$ cat src/rtl/libalu.sv
// Shared ALU definitions: M-extension funct3 encodings, divider state type,
// and small decode helpers used by the execute-stage arithmetic blocks.
package libalu;

    localparam logic [2:0] F3_DIV  = 3'b100;
    localparam logic [2:0] F3_DIVU = 3'b101;
    localparam logic [2:0] F3_REM  = 3'b110;
    localparam logic [2:0] F3_REMU = 3'b111;

    typedef enum logic [2:0] {
        ST_IDLE,
        ST_PREP,
        ST_CALC,
        ST_FIX,
        ST_DONE
    } div_state_e;

    // Signed ops are DIV and REM; any unknown encoding behaves as REMU.
    function automatic logic is_signed_op(input logic [2:0] f3);
        return (f3 == F3_DIV) || (f3 == F3_REM);
    endfunction

    // Quotient is returned for DIV/DIVU; everything else returns a remainder.
    function automatic logic is_quot_op(input logic [2:0] f3);
        return (f3 == F3_DIV) || (f3 == F3_DIVU);
    endfunction

endpackage

$ cat src/rtl/divider_iter_div_step.sv
// One restoring-division step: shift [rem|quo] left by one, trial-subtract
// the divisor from the upper part, keep or restore, and shift in the
// quotient bit. Purely combinational so several can be chained per cycle.
module div_step #(
    parameter int WIDTH = 32
) (
    input  logic [WIDTH-1:0] rem,
    input  logic [WIDTH-1:0] quo,
    input  logic [WIDTH-1:0] divisor,
    output logic [WIDTH-1:0] rem_next,
    output logic [WIDTH-1:0] quo_next
);

    logic [WIDTH:0] shifted;
    logic [WIDTH:0] diff;

    // rem < divisor always holds, so shifted < 2*divisor and a WIDTH+1 bit
    // difference is enough: its top bit is set exactly when the trial fails.
    assign shifted  = {rem, quo[WIDTH-1]};
    assign diff     = shifted - {1'b0, divisor};
    assign rem_next = diff[WIDTH] ? shifted[WIDTH-1:0] : diff[WIDTH-1:0];
    assign quo_next = {quo[WIDTH-2:0], ~diff[WIDTH]};

endmodule

$ cat src/rtl/divider_iter.sv
// Iterative RISC-V M-extension divider (DIV/DIVU/REM/REMU), STEPS quotient
// bits per cycle, valid/ready on both sides, pipeline kill.
// Optional: define DIVIDER_ITER_EARLY_OUT_EN to finish in PREP when
// |a| < |b| (results are identical, only latency changes).
module divider_iter
    import libalu::*;
#(
    parameter int WIDTH = 32,
    parameter int STEPS = 1
) (
    input  logic             clk,
    input  logic             rst,
    input  logic             in_valid_i,
    output logic             in_ready_o,
    input  logic [2:0]       funct3_i,
    input  logic [WIDTH-1:0] a_i,
    input  logic [WIDTH-1:0] b_i,
    input  logic             kill_i,
    output logic             out_valid_o,
    input  logic             out_ready_i,
    output logic [WIDTH-1:0] result_o,
    output logic             busy_o,
    output logic             div_zero_o
);

    localparam int N  = WIDTH / STEPS;
    localparam int CW = (N > 1) ? $clog2(N) : 1;
    localparam logic [WIDTH-1:0] MIN_NEG = {1'b1, {(WIDTH-1){1'b0}}};

    div_state_e       state_q, state_d;
    logic [2:0]       f3_q;
    logic [WIDTH-1:0] a_q, b_q, divisor_q;
    logic [WIDTH-1:0] rem_q, quo_q, result_q;
    logic             q_neg_q, r_neg_q, div_zero_q;
    logic [CW-1:0]    cnt_q;

    logic             accept, sgn, a_neg, b_neg, b_zero, ovf, early;
    logic [WIDTH-1:0] a_abs, b_abs, q_fix, r_fix;

    assign in_ready_o  = (state_q == ST_IDLE) && !kill_i;
    assign accept      = in_valid_i && in_ready_o;
    assign out_valid_o = (state_q == ST_DONE);
    assign busy_o      = (state_q != ST_IDLE);
    assign result_o    = result_q;
    assign div_zero_o  = div_zero_q;

    // Operand preparation on the latched request.
    assign sgn    = is_signed_op(f3_q);
    assign a_neg  = sgn && a_q[WIDTH-1];
    assign b_neg  = sgn && b_q[WIDTH-1];
    assign a_abs  = a_neg ? -a_q : a_q;
    assign b_abs  = b_neg ? -b_q : b_q;
    assign b_zero = (b_q == '0);
    assign ovf    = sgn && (a_q == MIN_NEG) && (b_q == '1);
`ifdef DIVIDER_ITER_EARLY_OUT_EN
    assign early  = !b_zero && (a_abs < b_abs);
`else
    assign early  = 1'b0;
`endif

    // Sign correction and result selection used in FIX.
    assign q_fix = q_neg_q ? -quo_q : quo_q;
    assign r_fix = r_neg_q ? -rem_q : rem_q;

    logic [WIDTH-1:0] rem_chain [STEPS+1];
    logic [WIDTH-1:0] quo_chain [STEPS+1];

    assign rem_chain[0] = rem_q;
    assign quo_chain[0] = quo_q;

    for (genvar g = 0; g < STEPS; g++) begin : g_step
        div_step #(.WIDTH(WIDTH)) u_step (
            .rem      (rem_chain[g]),
            .quo      (quo_chain[g]),
            .divisor  (divisor_q),
            .rem_next (rem_chain[g+1]),
            .quo_next (quo_chain[g+1])
        );
    end

    // State register.
    always_ff @(posedge clk) begin
        // NOTE: synchronous reset -- rst is only looked at on the clock edge,
        // and sequential state uses non-blocking assignments so every
        // register samples the pre-edge values.
        if (!rst) state_q <= ST_IDLE;
        else      state_q <= state_d;
    end

    // Next-state logic; kill overrides every transition out of a busy state.
    always_comb begin
        // NOTE: default first so no path through the case leaves state_d
        // unassigned, which would infer a latch.
        state_d = state_q;
        unique case (state_q)
            ST_IDLE: if (accept) state_d = ST_PREP;
            ST_PREP: state_d = (b_zero || ovf || early) ? ST_FIX : ST_CALC;
            ST_CALC: if (cnt_q == CW'(N-1)) state_d = ST_FIX;
            ST_FIX:  state_d = ST_DONE;
            ST_DONE: if (out_ready_i) state_d = ST_IDLE;
            default: state_d = ST_IDLE;
        endcase
        if (kill_i && (state_q != ST_IDLE)) state_d = ST_IDLE;
    end

    // Datapath: latch request, set up operands, iterate, fix signs.
    always_ff @(posedge clk) begin
        if (!rst) begin
            f3_q       <= '0;
            a_q        <= '0;
            b_q        <= '0;
            divisor_q  <= '0;
            rem_q      <= '0;
            quo_q      <= '0;
            result_q   <= '0;
            q_neg_q    <= 1'b0;
            r_neg_q    <= 1'b0;
            div_zero_q <= 1'b0;
            cnt_q      <= '0;
        end else begin
            unique case (state_q)
                ST_IDLE: begin
                    if (accept) begin
                        f3_q       <= funct3_i;
                        a_q        <= a_i;
                        b_q        <= b_i;
                        div_zero_q <= 1'b0;
                    end
                end
                ST_PREP: begin
                    if (b_zero) begin
                        quo_q      <= '1;
                        rem_q      <= a_q;
                        q_neg_q    <= 1'b0;
                        r_neg_q    <= 1'b0;
                        div_zero_q <= 1'b1;
                    end else if (ovf) begin
                        quo_q   <= a_q;
                        rem_q   <= '0;
                        q_neg_q <= 1'b0;
                        r_neg_q <= 1'b0;
                    end else if (early) begin
                        quo_q   <= '0;
                        rem_q   <= a_abs;
                        q_neg_q <= 1'b0;
                        r_neg_q <= a_neg;
                    end else begin
                        quo_q     <= a_abs;
                        rem_q     <= '0;
                        divisor_q <= b_abs;
                        q_neg_q   <= a_neg ^ b_neg;
                        r_neg_q   <= a_neg;
                        cnt_q     <= '0;
                    end
                end
                ST_CALC: begin
                    rem_q <= rem_chain[STEPS];
                    quo_q <= quo_chain[STEPS];
                    cnt_q <= cnt_q + CW'(1);
                end
                ST_FIX: begin
                    result_q <= is_quot_op(f3_q) ? q_fix : r_fix;
                end
                default: ;
            endcase
        end
    end

endmodule

$ cat config.mk
export PLATFORM = sky130hd
export DESIGN_NAME = divider_iter
export DESIGN_NICKNAME = d
export VERILOG_FILES = /design/src/rtl/libalu.sv /design/src/rtl/divider_iter_div_step.sv /design/src/rtl/divider_iter.sv
export SDC_FILE = /design/constraint.sdc
export NUM_CORES = 1
export LEC_CHECK = 0
export BUFFER_PORTS_ARGS = -buffer_cell sky130_fd_sc_hd__buf_2
export CAP_MARGIN = 20
export CORE_ASPECT_RATIO = 0.9
export CORE_UTILIZATION = 50
export DETAILED_ROUTE_END_ITERATION = 10
export MAX_ROUTING_LAYER = met4
export PLACE_DENSITY = 0.72
export SETUP_SLACK_MARGIN = 0.4
export SYNTH_ARGS = -nofsm -noshare
export SYNTH_HDL_FRONTEND = slang
export SYNTH_SLANG_ARGS = --single-unit
$ cat constraint.sdc
create_clock -name clk -period 5.3 [get_ports clk]
set_input_delay 0.265 -clock clk [delete_from_list [all_inputs] [get_ports clk]]
set_output_delay 0.265 -clock clk [all_outputs]
set_load 0.005 [all_outputs]
==> metrics <==
outcome completed; GR Overflow Total 0; Worst setup SP type flop; HP Class input pin to flop; delay-heaviest family, CP compound AO/OA/AOI/OAI gates; max-slew violation count 0; CP Cell Sequence inv_1 > ha_1 > fa_1 > nand2b_1 > a21oi_1 > o211ai_1 > a211oi_1 > o41ai_1 > nor3_4 > buf_4 > mux2_2 > a22oi_1 > a21oi_1; Die Height 152 um; Die X 169 um; Die ar. 25600 um^2; Worst path slowest cell nor3_4; CP arrival 4410 ps; Mapped Cells 1638; vias in the first global route 11900; clk_lat worst skew 540 ps; Site Rows 54; setup bufs post-CTS 0; initial antenna violation count 2; routed vias 12800; antenna-violating nets left 0; relative slew slack 37.4%; Leak 5.70 nW; CTS clk-pin slew, worst paths 60 ps; Max VDD drop 0.000239 V; Critical Path Max Stage Delay 570 ps; synth unique cells 71; Synth Flop Type dfxtp_1; routability cong. 0.968; Hold WS 32.4 ps; Total Routing Usage GR 32.8%; Syn Area/Cell 7.63 um^2; CTS buffer count 24; largest net degree at the start of global routing 78; area added between synthesis and finish 18.5%; Slew @ Worst Pin 927 ps; EDFF count, synth 0; Buffers on Ports 107; Ys Warns 0; Finish-stage setup viols 0; Vias/cell 6.07; RSZ-0062 raised after global routing false; Finished Layout Cells 2113; Setup Skew 26.5 ps; root buffer cell clkbuf_16; Layout Nets 1870; Final HPWL DP 29.0 mm; Synthesized Nets 1750; DRC viols 0; I/O pins 108; Max clock buf depth 3; Final Critical Period 3990 ps; DR WL/cell 19.5 um; Total Power 5.18 mW; Hold Vio Cnt, Final 0; Seq cells post-synth 206; initial core utilization 51.3%; crit path kind flop to flop; CTS tree built; DRT iter0 DRCs 1240; critical path endpoint category flop; WP data required 5720 ps; core area 24400 um^2; Mapped Area 12500 um^2; FMAX 0.250 GHz; first-pass GRT wire length 65.3 mm; pwr dens 350 nW/um^2; Post-synth ARST share 0%; crit-path most repeated cell a21oi_1; Max H-tree Level 1; Max-Cap Viols 0; CTS sink count 206; Layout Utilization 60.8%; register area share after synthesis 33.0%; final worst-path cycle share 75.3%; crit-path max FO 15; Setup TNS 0 ps; buffer and inverter count on the worst path 2; placed insts 1998; layout cells sized above 1 11.3%; Post-Route WL 41.1 mm; TritonRoute pass-1 iters 5
==> synthesized netlist by cell type (15+ instances only) <==
| cell | count | area (um^2) |
|---|---|---|
| xnor2_1 | 68 | 596 |
| nand2_1 | 261 | 980 |
| ha_1 | 39 | 488 |
| o221ai_1 | 35 | 307 |
| a211oi_1 | 47 | 353 |
| nor2_1 | 121 | 454 |
| a21oi_1 | 205 | 1030 |
| nand3_1 | 29 | 145 |
| inv_1 | 52 | 195 |
| and3_1 | 15 | 93.8 |
| o21ai_0 | 96 | 480 |
| o41ai_1 | 20 | 175 |
| clkbuf_1 | 92 | 345 |
| xor2_1 | 78 | 683 |
| o31ai_1 | 28 | 210 |
| nor3_1 | 21 | 105 |
| dfxtp_1 | 206 | 4120 |
==> registers in the layout (all words and copies together) (netlist names) <==
name and cells:
q_neg_q 1, quo_q 32, a_q 32, f3_q 3, divisor_q 32, r_neg_q 1
rem_q 32, result_o 32, b_q 32, cnt_q 5, state_q 3, div_zero_o 1
==> stage by stage <==
step	instance area, um^2	setup slack (ps)
2_1_floorplan	12500	2080
3_3_place_gp	13200	1480
3_5_place_dp	13300	1380
4_1_cts	14700	1350
5_1_grt	14800	1050
6_report	14800	1310
==> area by class of cell <==
type | instances | area [um^2]
Inverter | 53 | 201
Timing Repair Buffer | 199 | 1470
Antenna cell | 1 | 2.50
Clock inverter | 12 | 151
Multi-Input combinational cell | 1274 | 7790
Sequential cell | 206 | 4120
Clock buffer | 32 | 661
Fill cell | 2175 | 9570
Tap cell | 336 | 420
==> timing repair <==
item,in CTS,in global routing
endpoints found under the setup margin,0,0
gates resized for setup,0,0
endpoints found under the hold margin,67,0
hold buffers,67,0
==> cells in the final DEF, fill, tap and decap left out, drive strengths merged, types with 5 or more instances in the layout <==
cell,n
a31oi,9
dlygate4sd3,67
nor2b,8
inv,53
a21o,11
nor2,121
a21oi,205
xor2,78
clkbuf,32
ha,39
or4,17
clkinv,8
o211ai,12
and2,8
mux2,6
a221oi,10
nor3,22
nand4,13
o221ai,35
dfxtp,206
or3,14
buf,132
nand2,261
o21ai,97
o41ai,21
and3,15
o31ai,29
nand3b,5
o21bai,5
nand3,31
mux2i,10
nand2b,11
xnor2,68
a22oi,8
nor4,9
a211oi,47
==> worst paths after layout <==
kind                                                 from                   endpoint  slack (ps)  depth (start not counted)
worst min register to register  result_o[18]$_SDFFE_PN0P_  result_o[18]$_SDFFE_PN0P_         440                          2
worst min-delay path                               a_i[2]        a_q[2]$_SDFFE_PN0P_          30                          3
worst max-delay path               quo_q[31]$_SDFFE_PN0N_      rem_q[4]$_SDFFE_PN0N_        1310                         13
worst max register to register     quo_q[31]$_SDFFE_PN0N_      rem_q[4]$_SDFFE_PN0N_        1310                         13
==> power breakdown <==
part / switching [mW] / total [mW] / internal, mW / leakage (nW)
Sequential: 0.168 / 1.82 / 1.65 / 1.68
Combinational: 0.986 / 1.67 / 0.686 / 3.63
Clock: 0.706 / 1.69 / 0.986 / 0.391
==> logic make-up (layout without fill, tap and decap cells) <==
family | after synthesis | count (layout) | synth area share [%]
XOR/XNOR | 146 | 146 | 10.2
other | 0 | 1 | 0
AO/OA/AOI/OAI | 523 | 523 | 26.4
flip-flops | 206 | 206 | 33.0
adder cells (fa/ha/maj) | 40 | 40 | 4.06
AND/OR/NAND/NOR | 549 | 549 | 20.1
multiplexers | 16 | 16 | 1.34
buffers and inverters | 158 | 296 | 4.84
==> worst reg2reg max path, delay by kind of cell, from the launching register on <==
family | cells | cell delay (ps)
compound gates | 6 | 1360
buf+inv | 2 | 360
fa+ha+maj | 2 | 620
flops | 1 | 450
mux | 1 | 350
simple gates | 2 | 750
==> per-layer routing <==
metal	GRT usage [%]	routed length, um	up-vias
met5	-	0	-
met4	9.35	1060	0
met1	45.5	18500	6041
met3	4.32	3250	70
li1	-	-	6149
met2	49.8	18300	573
Note: power is estimated with default switching activity, not from simulation.
